[src/rtl/div_ctrl.sv]
// Multi-cycle 32-bit restoring divider: result = {remainder, quotient}, 35 cycles accept-to-done.
// Define DIV_SIGNED_EN for two's-complement operands; the default build divides unsigned.
module div_ctrl (
    input  logic        clk,
    input  logic        reset,
    input  logic        start,
    input  logic [31:0] dividend,
    input  logic [31:0] divisor,
    output logic        busy,
    output logic        done,
    output logic [63:0] result,
    output logic        div_zero
);

    typedef enum logic [2:0] {IDLE, PREP, ITER, FIX, DONE} state_t;

    state_t      state;
    state_t      state_next;

    logic [31:0] op_a;
    logic [31:0] op_b;
    logic [31:0] mag_b;
    logic [31:0] quo;
    logic [32:0] rem;
    logic [4:0]  count;

    logic        a_neg;
    logic        b_neg;
    logic [31:0] mag_a_init;
    logic [31:0] mag_b_init;
    logic [32:0] rem_shift;
    logic [33:0] diff;
    logic [31:0] quo_fix;
    logic [31:0] rem_fix;

    always_ff @(posedge clk) begin
        if (reset) state <= IDLE;
        else       state <= state_next;
    end

    always_comb begin
        state_next = state;
        busy       = 1'b0;
        done       = 1'b0;
        case (state)
            IDLE: if (start) state_next = PREP;
            PREP: begin
                busy       = 1'b1;
                state_next = (op_b == 32'd0) ? DONE : ITER;
            end
            ITER: begin
                busy = 1'b1;
                if (count == 5'd31) state_next = FIX;
            end
            FIX: begin
                busy       = 1'b1;
                state_next = DONE;
            end
            DONE: begin
                done       = 1'b1;
                state_next = IDLE;
            end
            default: state_next = IDLE;
        endcase
    end

    // Sign handling collapses to pass-through when the signed feature is off.
    always_comb begin
`ifdef DIV_SIGNED_EN
        a_neg = op_a[31];
        b_neg = op_b[31];
`else
        a_neg = 1'b0;
        b_neg = 1'b0;
`endif
        mag_a_init = a_neg ? -op_a : op_a;
        mag_b_init = b_neg ? -op_b : op_b;
        quo_fix    = (a_neg ^ b_neg) ? -quo : quo;
        rem_fix    = a_neg ? -rem[31:0] : rem[31:0];
    end

    // quo doubles as the dividend shift register: dividend bits leave at the top,
    // quotient bits enter at the bottom.
    always_comb begin
        rem_shift = {rem[31:0], quo[31]};
        diff      = {1'b0, rem_shift} - {2'b00, mag_b};
    end

    always_ff @(posedge clk) begin
        if (reset) begin
            op_a     <= 32'd0;
            op_b     <= 32'd0;
            mag_b    <= 32'd0;
            quo      <= 32'd0;
            rem      <= 33'd0;
            count    <= 5'd0;
            result   <= 64'd0;
            div_zero <= 1'b0;
        end else begin
            case (state)
                IDLE: begin
                    if (start) begin
                        op_a     <= dividend;
                        op_b     <= divisor;
                        div_zero <= 1'b0;
                    end
                end
                PREP: begin
                    quo   <= mag_a_init;
                    mag_b <= mag_b_init;
                    rem   <= 33'd0;
                    count <= 5'd0;
                    if (op_b == 32'd0) begin
                        result   <= {op_a, 32'hFFFF_FFFF};
                        div_zero <= 1'b1;
                    end
                end
                ITER: begin
                    quo   <= {quo[30:0], ~diff[33]};
                    rem   <= diff[33] ? rem_shift : diff[32:0];
                    count <= count + 5'd1;
                end
                FIX: result <= {rem_fix, quo_fix};
                default: ;
            endcase
        end
    end

endmodule

[config.mk]
export PLATFORM = sky130hd
export DESIGN_NAME = div_ctrl
export DESIGN_NICKNAME = d
export VERILOG_FILES = /design/src/rtl/div_ctrl.sv
export SDC_FILE = /design/constraint.sdc
export NUM_CORES = 1
export LEC_CHECK = 0
export CORE_MARGIN = 10
export CORE_UTILIZATION = 48
export CTS_CLUSTER_DIAMETER = 30
export DETAILED_ROUTE_END_ITERATION = 10
export PLACE_DENSITY = 0.73
export SYNTH_ARGS = -nofsm -noshare
export SYNTH_HDL_FRONTEND = slang
export SYNTH_SLANG_ARGS = --single-unit
[constraint.sdc]
create_clock -name clk -period 3.55 [get_ports clk]
set_clock_uncertainty 0.1 [all_clocks]
set_input_delay 0.8875 -clock clk [delete_from_list [all_inputs] [get_ports clk]]
set_output_delay 0.8875 -clock clk [all_outputs]
set_load 0.1 [all_outputs]
==> impl_metrics.toml, run 1 <==
[status]
status = "complete, no violations"

[finish]
syn_to_final_growth_pct = 28.1
multi_input_area_sq_mm = 0.00555
n_fill_cell = 1932
antenna_cells = 0
regArea_sq_mm = 0.00466
layout-drive-gt1-share_pct = 12.0
nets = 1580

[detailed_routing]
via_per_inst = 5.59
postRouteAntennaNets = 0
dr.pass1.iters = 7
wire_per_inst_um = 16.6
routed_wl_mm = 29.8
first_iter_violations = 901
drcViolationCount = 0
vias = 10025

[yosys]
yosysSeqAreaShare_pct = 43.4
syn_nets = 1483
synth_seq_cells = 233
netlist_area_sq_mm = 0.0107
syn_inst = 1381
async_reset_ff_share_pct = 0
yosys.cell_types.count = 68
syn_avg_cell_area_sq_um = 7.78
yosys_warnings = 0
synth_flop_cell = "dfxtp_1"
synth-edff-count = 0

[clock_network]
cts_root_buf = "clkbuf_16"
post_cts_buffers = 0
numCtsBuffers = 45
clock_path_buffers = 3
ctsHoldBuffers = 0
clk_pin_slew_ns = 0.05
htree_levels = 2
cts.sinks = 233
post_cts_resized = 0
clk_latency_ns = 0.53
cts_tree = "done"

[sta]
setup_viol = 0
tightest_slew_ns = 0.891
fin_crit_ns = 3.21
fmax_mhz = 312
setup_slack_ns = 0.344
fin_crit_sh_pct = 90.3
hold_viol_final = 0
fin_tns_setup_ns = 0
rsz0062_at_grt = "false"
final_max_slew_viol_count = 0
worst_slew_margin_rel_pct = 40.6

[global_route]
grt_overflow = 0
grt_start_max_net_pins = 86
grt_antenna_before_repair = 0
grtUsageTotal_pct = 19.9
grt_pass1_vias = 9443
grt_pass1_wl_mm = 48.6

[setup_path]
critical_path.startpoint = "quo[31]"
cp-end-kind = "flip-flop"
cp.required_ns = 3.81
cp_max_fo = 5
cp-start-kind = "flip-flop"
crit_type = "flip-flop to flip-flop"
regToRegStartpoint = "quo[31]"
arrival_ns = 3.47

[placement]
portBuffers = 133
gp_congestion = 0.891
hpwl_mm = 20.6
place_ws_ns = 0.441

[min_path]
hold_start = "mag_b[14]"
hold_class = "flip-flop to flip-flop"

[power_and_ir_drop]
p_leak_nw = 5.31
ir_drop_v = 0.000462
p_per_area_mw_per_mm2 = 786

[die]
start_util_pct = 49.1
die_w_um = 170
design.core.area_sq_mm = 0.0219
ios = 134
die_area_sq_mm = 0.0288
num_rows = 54
fp.dieH_um = 170

[run]
drv_cap = 0
==> final timing paths <==
check | end | slack (ns) | cells past startpoint
max | rem[30] | 0.34 | 12
min reg2reg | mag_b[14] | 0.35 | 2
min | mag_b[14] | 0.35 | 2
max reg2reg | rem[30] | 0.34 | 12
==> cell usage in the layout (no fill, tap or decap), drive strengths merged, types with 9 or more instances in the layout <==
cell type and n:
buf 86, nor3 10, nor2 139, nor4 10, ha 34, nand2 351
a311oi 63, dfxtp 233, clkdlybuf4s50 65, clkbuf 56, a222oi 12, a22oi 15
xnor2 14, nand4 9, a21oi 167, inv 39, bufinv 11, a21o 16
o21ai 56
==> cells by family (layout without fill, tap and decap cells) <==
logic type,Yosys count,after routing,synth area share (%)
DFF,233,233,43.4
xor gates and xnor gates,21,21,1.71
muxes,8,8,0.745
buffers and inverters,138,271,5.15
adders and majority gates,35,35,4.15
and+or+nand+nor,561,561,21.4
AOI/OAI and AO/OA,385,385,23.4
==> synthesized netlist by cell type, drive strengths merged (3+ instances only) <==
library cell,instances,area (sq um)
nand2b,7,43.8
and3,5,31.3
a311oi,63,552
mux2i,8,80.1
nand4,9,56.3
and2,7,43.8
o22ai,7,43.8
nor4,10,62.6
buf,19,106
ha,34,425
dfxtp,233,4660
a21o,16,128
a31oi,6,37.5
a21boi,3,22.5
o31a,3,26.3
o21ai,56,295
nand3b,4,30.0
clkbuf,82,308
o211ai,3,22.5
a221o,3,30.0
xor2,7,61.3
a21oi,167,851
nand2,351,1320
a22oi,15,113
xnor2,14,123
nor3,10,61.3
nor2,139,529
a222oi,12,120
nand3,8,40.0
inv,36,135
o221ai,5,43.8
o21a,6,45.0
a211oi,6,45.0
o21bai,3,33.8
==> power breakdown <==
part | total, mW | switching (mW) | internal (mW)
Clock | 4.76 | 1.43 | 3.32
Combinational | 3.08 | 1.87 | 1.21
Sequential | 2.99 | 0.181 | 2.81
==> layer usage <==
metal | vias to the layer above | part of all wire, % | wire length (um) | GRT usage [%]
li1 | 5032 | - | - | -
met1 | 4618 | 47 | 14000 | 27.8
met2 | 330 | 44 | 13000 | 29.9
met3 | 45 | 7.3 | 2180 | 4.52
met4 | 0 | 2.0 | 582 | 5.74
met5 | - | 0 | 0 | 0
==> through the flow <==
stage | total power [mW] | utilization (%) | std cells | cell area (sq um) | hold WS [ns]
CTS | 10.9 | 62.9 | 1794 | 13800 | 0.354
detailed placement | 6.07 | 55.0 | 1711 | 12000 | 0.347
floorplan | 5.39 | - | 1381 | 10700 | 0.332
finish | 10.8 | 62.9 | 1794 | 13800 | 0.351
global placement | 6.04 | 55.0 | 1711 | 12000 | 0.343
global route | 11.3 | 62.9 | 1794 | 13800 | 0.369
==> critical path, stage by stage, from the launching register on <==
cell	delay (ns)
dfxtp_1	0.31
inv_1	0.10
ha_1	0.18
inv_1	0.06
fa_1	0.42
a211oi_1	0.32
o21ai_1	0.19
o311ai_2	0.37
a21oi_2	0.17
o311a_1	0.37
or3_1	0.30
nand3_1	0.09
a21oi_1	0.06
==> state kept, by name, indices dropped and copies added, names as in the netlist, 3 cells and up <==
signal and cells:
quo 32, result 64, count 5, mag_b_init 32, mag_a_init 32, mag_b 32
rem 32, state 3
==> final cells by class <==
| class | count | share of cell area [%] |
|---|---|---|
| timing repair buffer | 151 | 9.71 |
| clock inverter | 27 | 3.41 |
| sequential | 233 | 33.9 |
| clock buffer | 56 | 9.14 |
| multi-input combinational | 1010 | 40.3 |
| tap | 280 | 2.54 |
| inverter | 37 | 1.01 |
Power figures use the tool's default switching activity.
==> run 2, diff against run 1 <==
CORE_UTILIZATION = 45   (was 48)
DONT_BUFFER_PORTS = 1   (was not set)
PLACE_DENSITY = 0.62   (was 0.73)
==> run 2 against run 1 <==
  * Maximum frequency grew 4.9%
  * Clock-buffer cell count is 14 higher
  * Critical path type unchanged
  * Cell area decreased by 8.5%
  * Sequential share of layout area up 3.2 points
  * Worst hold slack got worse by 0.032 ns
  * Non-clock buffer count shrank 134
  * Register-to-register slack better by 0.15 ns
  * Cell count decreased by 4.9%
  * Clock power fell by 4.4%
  * Worst setup slack improved by 0.15 ns
  * Combinational power is 11% lower
==> impl_metrics.toml, run 2 (synthesis gave the netlist of run 1 again) <==
[sta]
rsz0062_at_grt = "false"
fmax_mhz = 327
setup_slack_ns = 0.494
fin_tns_setup_ns = 0
fin_crit_sh_pct = 86.1
fin_crit_ns = 3.06
tightest_slew_ns = 1.10
setup_viol = 0
final_max_slew_viol_count = 0
hold_viol_final = 0
worst_slew_margin_rel_pct = 26.3

[finish]
regMostFlops = "result"
largest_reg_flops = 64
fin_cells = 1706
final_cell_mix = "nand2_1 (349), dfxtp_1 (233), a21oi_1 (164)"
antenna_cells = 0
layout_commonest_cell = "nand2_1"
syn_to_final_growth_pct = 17.2
layout-drive-gt1-share_pct = 8.22
nets = 1451

[die]
start_util_pct = 45.8
die_area_sq_mm = 0.0305
num_rows = 56
ios = 134
die_w_um = 175
design.core.area_sq_mm = 0.0235
fp.dieH_um = 175

[setup_path]
cp-start-kind = "flip-flop"
cp-end-kind = "flip-flop"
cp.required_ns = 3.86
crit_type = "flip-flop to flip-flop"
arrival_ns = 3.37
cp_max_fo = 5

[placement]
gp_congestion = 0.913
portBuffers = 0
place_ws_ns = 0.556
place_inst = 1616
hpwl_mm = 20.1

[power_and_ir_drop]
p_int_mw = 7.04
ir_drop_v = 0.000465
power.switching_mw = 3.41
p_per_area_mw_per_mm2 = 830
p_sw_share_pct = 32.6
p_clk_share_pct = 43.5
combPwrFrac_pct = 26.3
p_leak_nw = 4.69
seqPwrFrac_pct = 30.2

[min_path]
hold_class = "primary input to flip-flop"

[detailed_routing]
wire_per_inst_um = 17.4
drcViolationCount = 0
postRouteAntennaNets = 0
routed_wl_mm = 29.6
via_per_inst = 5.59
vias = 9538
dr.pass1.iters = 11
first_iter_violations = 734

[clock_network]
cts_tree = "done"
htree_levels = 2
post_cts_buffers = 0
cts_root_buf = "clkbuf_16"
post_cts_resized = 0
clk_latency_ns = 0.55
numCtsBuffers = 50
clk_pin_slew_ns = 0.05
cts.sinks = 233
clock_path_buffers = 3
ctsHoldBuffers = 0

[global_route]
grt_antenna_before_repair = 0
grt_pass1_wl_mm = 47.9
grt_pass1_vias = 9068
grtUsageTotal_pct = 18.7
grt_start_max_net_pins = 200
grt_overflow = 0

[run]
drv_cap = 0

[status]
status = "complete, no violations"
==> run 2: cell types whose count changed in the layout (fill, tap and decap cells not counted), moves of 2 or more <==
cell,delta
buf_12,-2
clkbuf_8,+3
clkdlybuf4s50_1,-65
inv_6,-2
bufinv_16,-7
clkbuf_16,+5
clkinv_2,+7
clkbuf_1,+6
buf_4,-66
clkinvlp_4,-4
==> run 2: cell type report <==
class                      instances  area, sq um
clock buffer                      70         1450
clock inverter                    20          251
fill                            2269        10900
inverter                          37          139
multi-input combinational       1010         5550
sequential                       233         4660
tap                              319          399
timing repair buffer              17          140
==> run 2: critical path, cell delays in order (launching register included) <==
cell and delay (ns):
dfxtp_1 0.31, inv_1 0.10, ha_1 0.18, inv_1 0.05, fa_1 0.41, a211oi_1 0.27
o21ai_1 0.17, o311ai_2 0.35, a21oi_2 0.16, o311a_1 0.37, or3_1 0.30, nand3_1 0.08
a21oi_1 0.06
==> run 2: worst paths after layout <==
kind / start / endpoint / slack [ns] / cells past startpoint
worst max register to register: quo[31] / rem[30] / 0.49 / 12
worst min-delay path: reset / mag_a_init[31] / 0.32 / 1
worst min register to register: mag_b[23] / mag_b[23] / 0.35 / 2
worst max-delay path: quo[31] / rem[30] / 0.49 / 12
==> run 2: metrics by stage <==
stage / util (%) / power (mW) / hold WS, ns / area [sq um]
final: 53.7 / 10.5 / 0.319 / 12600
after floorplan: - / 5.39 / 0.332 / 10700
after detailed placement: 46.4 / 5.91 / 0.343 / 10900
after global placement: 46.4 / 5.88 / 0.340 / 10900
after CTS: 53.7 / 10.5 / 0.299 / 12600
after global routing: 53.7 / 11.0 / 0.311 / 12600
==> run 2: layer usage <==
metal / global-route usage, % / vias up / share of wire (%) / wire length [um]
met2: 27.2 / 313 / 43 / 12600
met3: 4.55 / 36 / 8.0 / 2370
met1: 26.7 / 4410 / 48 / 14200
met5: 0 / - / 0 / 0
li1: - / 4779 / - / -
met4: 5.02 / 0 / 1.5 / 450
==> run 2: power groups by stage <==
| stage | Clock [mW] | Sequential, mW | Combinational (mW) |
|---|---|---|---|
| finish | 4.55 | 3.16 | 2.75 |
| global placement | 0 | 3.19 | 2.69 |
| detailed placement | 0 | 3.20 | 2.71 |
| CTS | 4.63 | 3.15 | 2.73 |
| global route | 4.76 | 3.18 | 3.04 |
| floorplan | 0 | 3.12 | 2.27 |
